$ cat src/rtl/parity_cmd_sequencer.sv
// Purpose: walks a 128B-aligned source buffer and issues one READ_CL_NA per line for a parity job.
// Latency: first command the cycle after an accepted start; peak rate one command per cycle.
// Backpressure: issue throttled by latched PSL room and a round-robin tag pool; the command port has none.
//
// Ports:
//   i_clock, i_reset_n           clock and synchronous active-low reset
//   i_start, i_abort             job start pulse / stop request
//   i_src_addr, i_line_count,    job parameters, sampled on an accepted start
//   i_room
//   o_cmd_*                      command strobe with code, tag, address and size
//   i_resp_*                     PSL response strobe with tag and code
//   o_busy, o_done, o_error,     job status
//   o_lines_completed
module parity_cmd_sequencer #(
    parameter int TAG_WIDTH       = 8,
    parameter int MAX_OUTSTANDING = 16,
    parameter int LINE_BYTES      = 128
) (
    input  logic                 i_clock,
    input  logic                 i_reset_n,
    input  logic                 i_start,
    input  logic                 i_abort,
    input  logic [63:0]          i_src_addr,
    input  logic [31:0]          i_line_count,
    input  logic [7:0]           i_room,
    output logic                 o_cmd_valid,
    output logic [12:0]          o_cmd_code,
    output logic [TAG_WIDTH-1:0] o_cmd_tag,
    output logic [63:0]          o_cmd_addr,
    output logic [11:0]          o_cmd_size,
    input  logic                 i_resp_valid,
    input  logic [TAG_WIDTH-1:0] i_resp_tag,
    input  logic [7:0]           i_resp_code,
    output logic                 o_busy,
    output logic                 o_done,
    output logic                 o_error,
    output logic [31:0]          o_lines_completed
);

    localparam int IDX_W = $clog2(MAX_OUTSTANDING);
    localparam int CNT_W = IDX_W + 1;
    localparam logic [12:0] READ_CL_NA = 13'h0A00;

    typedef enum logic [1:0] {
        S_IDLE,
        S_ISSUE,
        S_DRAIN,
        S_FINISH
    } state_t;

    state_t                     r_state;
    state_t                     w_state_nxt;
    logic [63:0]                r_cur_addr;
    logic [31:0]                r_line_count;
    logic [7:0]                 r_room;
    logic [31:0]                r_issued;
    logic [CNT_W-1:0]           r_outstanding;
    logic [MAX_OUTSTANDING-1:0] r_bitmap;
    logic [MAX_OUTSTANDING-1:0] w_bitmap_nxt;
    logic [IDX_W-1:0]           r_next_tag;
    logic                       r_error;
    logic [31:0]                r_lines_completed;

    logic [31:0] w_limit;
    logic        w_issue;
    logic        w_resp_active;
    logic        w_resp_known;
    logic        w_resp_ok;
    logic        w_resp_fail;

    // Effective credit window: the smaller of the latched PSL room and the tag pool.
    assign w_limit = ({24'd0, r_room} < 32'(MAX_OUTSTANDING)) ? {24'd0, r_room}
                                                               : 32'(MAX_OUTSTANDING);

    // Issue depends only on registered state, so the command port never
    // combinationally follows responses or abort in the same cycle.
    assign w_issue = (r_state == S_ISSUE)
                  && (r_issued < r_line_count)
                  && (32'(r_outstanding) < w_limit)
                  && !r_bitmap[r_next_tag];

    // Responses are ignored in IDLE so stale traffic from a reset job is harmless.
    assign w_resp_active = i_resp_valid && (r_state != S_IDLE);
    // Tags at or above the pool size can never be outstanding.
    assign w_resp_known  = w_resp_active
                        && (32'(i_resp_tag) < 32'(MAX_OUTSTANDING))
                        && r_bitmap[i_resp_tag[IDX_W-1:0]];
    assign w_resp_ok     = w_resp_known && (i_resp_code == 8'h00);
    // Covers both a failure code on a known tag and a stray tag.
    assign w_resp_fail   = w_resp_active && !w_resp_ok;

    always_comb begin
        w_state_nxt = r_state;
        unique case (r_state)
            S_IDLE:   if (i_start) w_state_nxt = S_ISSUE;
            S_ISSUE:  if (w_resp_fail || i_abort || (r_issued == r_line_count))
                          w_state_nxt = S_DRAIN;
            S_DRAIN:  if (r_outstanding == '0) w_state_nxt = S_FINISH;
            S_FINISH: w_state_nxt = S_IDLE;
            default:  w_state_nxt = S_IDLE;
        endcase
    end

    // Retire and issue never touch the same bit: issue needs the tag free,
    // retire needs it set.
    always_comb begin
        w_bitmap_nxt = r_bitmap;
        if (w_resp_known) w_bitmap_nxt[i_resp_tag[IDX_W-1:0]] = 1'b0;
        if (w_issue)      w_bitmap_nxt[r_next_tag] = 1'b1;
    end

    always_ff @(posedge i_clock) begin
        if (!i_reset_n) begin
            r_state           <= S_IDLE;
            r_cur_addr        <= '0;
            r_line_count      <= '0;
            r_room            <= '0;
            r_issued          <= '0;
            r_outstanding     <= '0;
            r_bitmap          <= '0;
            r_next_tag        <= '0;
            r_error           <= 1'b0;
            r_lines_completed <= '0;
        end else begin
            r_state       <= w_state_nxt;
            r_bitmap      <= w_bitmap_nxt;
            r_outstanding <= r_outstanding + CNT_W'(w_issue) - CNT_W'(w_resp_known);

            if ((r_state == S_IDLE) && i_start) begin
                // Bitmap and outstanding are already zero whenever IDLE is reached.
                r_cur_addr        <= i_src_addr;
                r_line_count      <= i_line_count;
                r_room            <= i_room;
                r_issued          <= '0;
                r_next_tag        <= '0;
                r_error           <= 1'b0;
                r_lines_completed <= '0;
            end

            if (w_issue) begin
                r_cur_addr <= r_cur_addr + 64'(LINE_BYTES);
                r_issued   <= r_issued + 32'd1;
                r_next_tag <= r_next_tag + IDX_W'(1);
            end

            if (w_resp_ok) r_lines_completed <= r_lines_completed + 32'd1;

            if (w_resp_fail || ((r_state == S_ISSUE) && i_abort)) r_error <= 1'b1;
        end
    end

    assign o_cmd_valid       = w_issue;
    assign o_cmd_code        = w_issue ? READ_CL_NA : '0;
    assign o_cmd_tag         = w_issue ? TAG_WIDTH'(r_next_tag) : '0;
    assign o_cmd_addr        = w_issue ? r_cur_addr : '0;
    assign o_cmd_size        = w_issue ? 12'(LINE_BYTES) : '0;
    assign o_busy            = (r_state == S_ISSUE) || (r_state == S_DRAIN);
    assign o_done            = (r_state == S_FINISH);
    assign o_error           = r_error;
    assign o_lines_completed = r_lines_completed;

endmodule

$ cat config.mk
export PLATFORM = sky130hd
export DESIGN_NAME = parity_cmd_sequencer
export DESIGN_NICKNAME = d
export VERILOG_FILES = /design/src/rtl/parity_cmd_sequencer.sv
export SDC_FILE = /design/constraint.sdc
export NUM_CORES = 1
export LEC_CHECK = 0
export BUFFER_PORTS_ARGS = -buffer_cell sky130_fd_sc_hd__buf_2
export CAP_MARGIN = 40
export CORE_MARGIN = 2
export CORE_UTILIZATION = 51
export CTS_BUF_LIST = sky130_fd_sc_hd__clkbuf_4 sky130_fd_sc_hd__clkbuf_8
export DETAILED_ROUTE_END_ITERATION = 10
export HOLD_SLACK_MARGIN = 0.06
export MAX_ROUTING_LAYER = met4
export PLACE_DENSITY_LB_ADDON = 0.1
export SLEW_MARGIN = 10
export SYNTH_ARGS = -nofsm -noshare
export SYNTH_HDL_FRONTEND = slang
export SYNTH_SLANG_ARGS = --single-unit
$ cat constraint.sdc
create_clock -name i_clock -period 3.4 [get_ports i_clock]
set_clock_uncertainty 0.05 [all_clocks]
set_input_delay 0.17 -clock i_clock [delete_from_list [all_inputs] [get_ports i_clock]]
set_output_delay 0.17 -clock i_clock [all_outputs]
set_load 0.02 [all_outputs]
==> metrics.yaml <==
setup_path:
  rr_endpoint: "r_issued[13]"
  start_kind: "flip-flop"
  r2r_cells: 14
  crit_chain: "nor4_4 > nand2_1 > ha_1 > nor3b_2 > a21oi_1 > o31ai_2 > and4_4 > buf_12 > and3_1 > buf_2"
  crit_path_end_kind: "primary output"
  critPathArrivalTime_ns: 3.14
  critPathKind: "flip-flop to primary output"
  required_ns: 3.18
  cp_slowest_cell: "o31ai_2"
  regToRegSetupSlack_ns: 0.14
  max_stage_delay_ns: 0.36
  regToRegStartpoint: "r_room[7]"
  path_max_fanout: 63
yosys:
  ys_top_cells_by_count: "dfxtp_1 (196), nand2_1 (187), a21oi_1 (111)"
  synth_mux_area_share_pct: 2.423
  yosysMostFrequentCell: "dfxtp_1"
  ys_ff_latch: 196
  seq_area_frac_synth_pct: 33.62
  synth_top_cell_area_share_pct: 33.62
  synth-async-reset-ratio_pct: 0
  synth_largest_area_cell: "dfxtp_1"
  synthesis.area_um2: 11670
  syn_avg_cell_area_um2: 7.775
  synth_edf_count: 0
  synth-simple-area-share_pct: 30.62
  netlist_instances: 1501
  synth_top_family_by_area: "simple AND/OR/NAND/NOR gates"
  synth_compound_area_share_pct: 17.12
  synth_xor_area_share_pct: 2.327
  synth_cell_type_count: 72
  synthAdderAreaFrac_pct: 5.854
  synthFlopType: "dfxtp_1"
  synth_area_leaders: "dfxtp_1 (34%), nand2_1 (6.0%), ha_1 (5.7%)"
  yosys_warnings: 0
pwr:
  power_density_nw_per_um2: 589.4
  cellLeakagePower_uw: 0.006063
  sequentialPowerShare_pct: 36.7
  vdd_drop_max_v: 0.0004974
  power.total_uw: 8721
  p_comb_share_pct: 45.0
  switching_share_pct: 43.95
  clockPowerShare_pct: 18.3
  p_int_uw: 4888
  p_switching_uw: 3833
cells_and_area:
  nets: 1978
  final_layout_size_suffix_gt1_share_pct: 20.09
  num-fill-cells: 2006
  syn2layout_area_growth_pct: 26.79
clock_network:
  cts_num_sinks: 196
  cts-buffers-inserted: 17
  clk_pin_slew_worst_paths_ns: 0.11
  cts_max_path_buffers: 2
  htree_levels: 4
  cts-root-buf: "clkbuf_8"
  worstSkewPairLatency_ns: 0.49
  cts_tree: "built"
timing:
  timing.fmax_mhz: 297.3
  rsz0062_at_grt: "yes"
  setup_viol: 0
  max_slew.worst_pin.slew_ns: 0.8575
  finalCriticalPeriod_ns: 3.364
  final.period_utilization_pct: 98.93
  hold_viol_final: 0
  relSlewSlack_pct: 42.83
  maxSlewViolCount: 0
  fin_ws_ns: 0.03649
drt:
  drtAntennaViolNets: 0
  drcViolationCount: 0
  dr.pass1.iters: 6
  wl_per_cell_um: 17.94
  drtIter0Drc: 1151
  vias_per_cell: 6.030
  vias: 12651
  wl_um: 37650
hold_path:
  hold_start: "i_src_addr[15]"
  hold-path-cell-count: 4
  hold_class: "input port to flip-flop"
  hold_end: "r_cur_addr[15]"
die:
  core_area_um2: 22570
  row_count: 55
  start_util_pct: 51.70
  ios: 258
  die_area_um2: 24110
  die_h_um: 155.3
  dieWidth_um: 155.3
global_routing:
  grt_pass1_vias: 11867
  grt_pass1_wl_um: 58790
  antenna_found_initial: 1
  track_usage_pct: 30.66
  grt_overflow: 0
  grt_start_max_net_pins: 82
place:
  gp_congestion: 0.8852
  place_ws_ns: -0.05609
  dp_hpwl_um: 24710
  port_buffers: 231
job:
  max_cap_viol_count: 0
status:
  outcome: "complete, no violations"
timing repair:
action / 4_1_cts / 5_1_grt
endpoints found under the setup margin: 78 / 77
buffers inserted: 1 / 2
resized for setup: 11 / 34
gates cloned: 0 / 3
endpoints found under the hold margin: 109 / 0
hold buffers: 107 / 0
pin swaps: 1 / 4
registers in the layout, summed over array words and instances (netlist names):
register and cells:
r_cur_addr 64, o_lines_completed 32, r_issued 32, r_line_count 32, r_bitmap 16, r_room 8, r_outstanding 5, r_next_tag 4
r_state 2, o_error 1
through the flow:
stage                      TNS [ns]  cells  hold WS [ns]  util, %  area [um^2]
after detailed placement    -0.1046   1952        0.3639    57.97        13080
after floorplan                   0   1526        0.2458        -        11800
after CTS                         0   2092       0.06354    64.67        14600
after global routing        -0.5495   2098       0.09473    65.55        14800
after global placement    -0.001710   1950        0.3577    57.88        13060
final                             0   2098       0.08094    65.55        14800
worst max-delay path by stage:
stage | from | endpoint | slack (ns) | cells past startpoint
floorplan | r_room[6] | r_outstanding[4] | 0.004 | 20
global placement | r_room[6] | r_issued[24] | -0.002 | 11
detailed placement | r_room[6] | r_cur_addr[29] | -0.06 | 12
CTS | r_room[6] | o_cmd_addr[9] | 0.03 | 12
global route | r_room[7] | o_cmd_addr[11] | -0.08 | 10
finish | r_room[7] | o_cmd_addr[11] | 0.04 | 10
worst max-delay path: cells and delay by family, from the launching register on:
| kind | cells | cell delay (ns) |
|---|---|---|
| AO/OA/AOI/OAI | 2 | 0.46 |
| AND/OR/NAND/NOR | 5 | 1.18 |
| buffers and inverters | 2 | 0.46 |
| adder cells (fa/ha/maj) | 1 | 0.21 |
| flip-flops | 1 | 0.35 |
power by group through the flow:
stage / Sequential (uW) / Combinational [uW] / Clock, uW
floorplan: 3050 / 2450 / 0
CTS: 3170 / 3600 / 1620
global placement: 3210 / 3330 / 0
finish: 3200 / 3930 / 1600
global route: 3250 / 4260 / 1710
detailed placement: 3220 / 3410 / 0
logic make-up after synthesis:
family | count (synthesis)
AO/OA/AOI/OAI | 299
buffers and inverters | 211
XOR/XNOR | 31
flip-flops | 196
other | 1
AND/OR/NAND/NOR | 691
multiplexers | 18
adder cells (fa/ha/maj) | 54
layer usage:
metal  vias up  global-route usage (%)  share of wire, %
li1       6027                       -                 -
met1      5964                   38.30                43
met2       593                   50.62                47
met3        67                   4.791               7.5
met4         0                   10.92               2.3
met5         -                       -                 0
cell type report:
type | count | area (um^2) | area share (%)
Tap cell | 285 | 356.6 | 2.410
Sequential cell | 196 | 3926 | 26.53
Inverter | 80 | 307.8 | 2.080
Clock inverter | 14 | 157.7 | 1.065
Timing Repair Buffer | 385 | 2803 | 18.94
Antenna cell | 1 | 2.502 | 0.01691
Multi-Input combinational cell | 1119 | 7002 | 47.32
Clock buffer | 18 | 241.5 | 1.632
cells in the final DEF, fill, tap and decap left out, types with 8 or more instances in the layout:
cell type        n
nand4b_1        11
or4_1           16
buf_2          220
nor4_1          30
conb_1          26
clkbuf_8        17
dfxtp_1        194
or2_2            9
and3_1          83
a211oi_1         9
nor2_1          86
nand3_1         73
and4_1          12
o211ai_1        16
o21a_1           9
dlygate4sd3_1  107
nand2b_1        11
o41ai_1         12
o21ai_0         35
xnor2_1         27
mux2i_1          8
nor3_1          49
mux4_2           8
inv_1           78
ha_1            53
or3_1           19
buf_4           43
nand4_1         76
a311oi_1         9
a21o_1           8
a21oi_1        109
nand2_1        186
o31ai_1         14
Power figures use the tool's default switching activity.
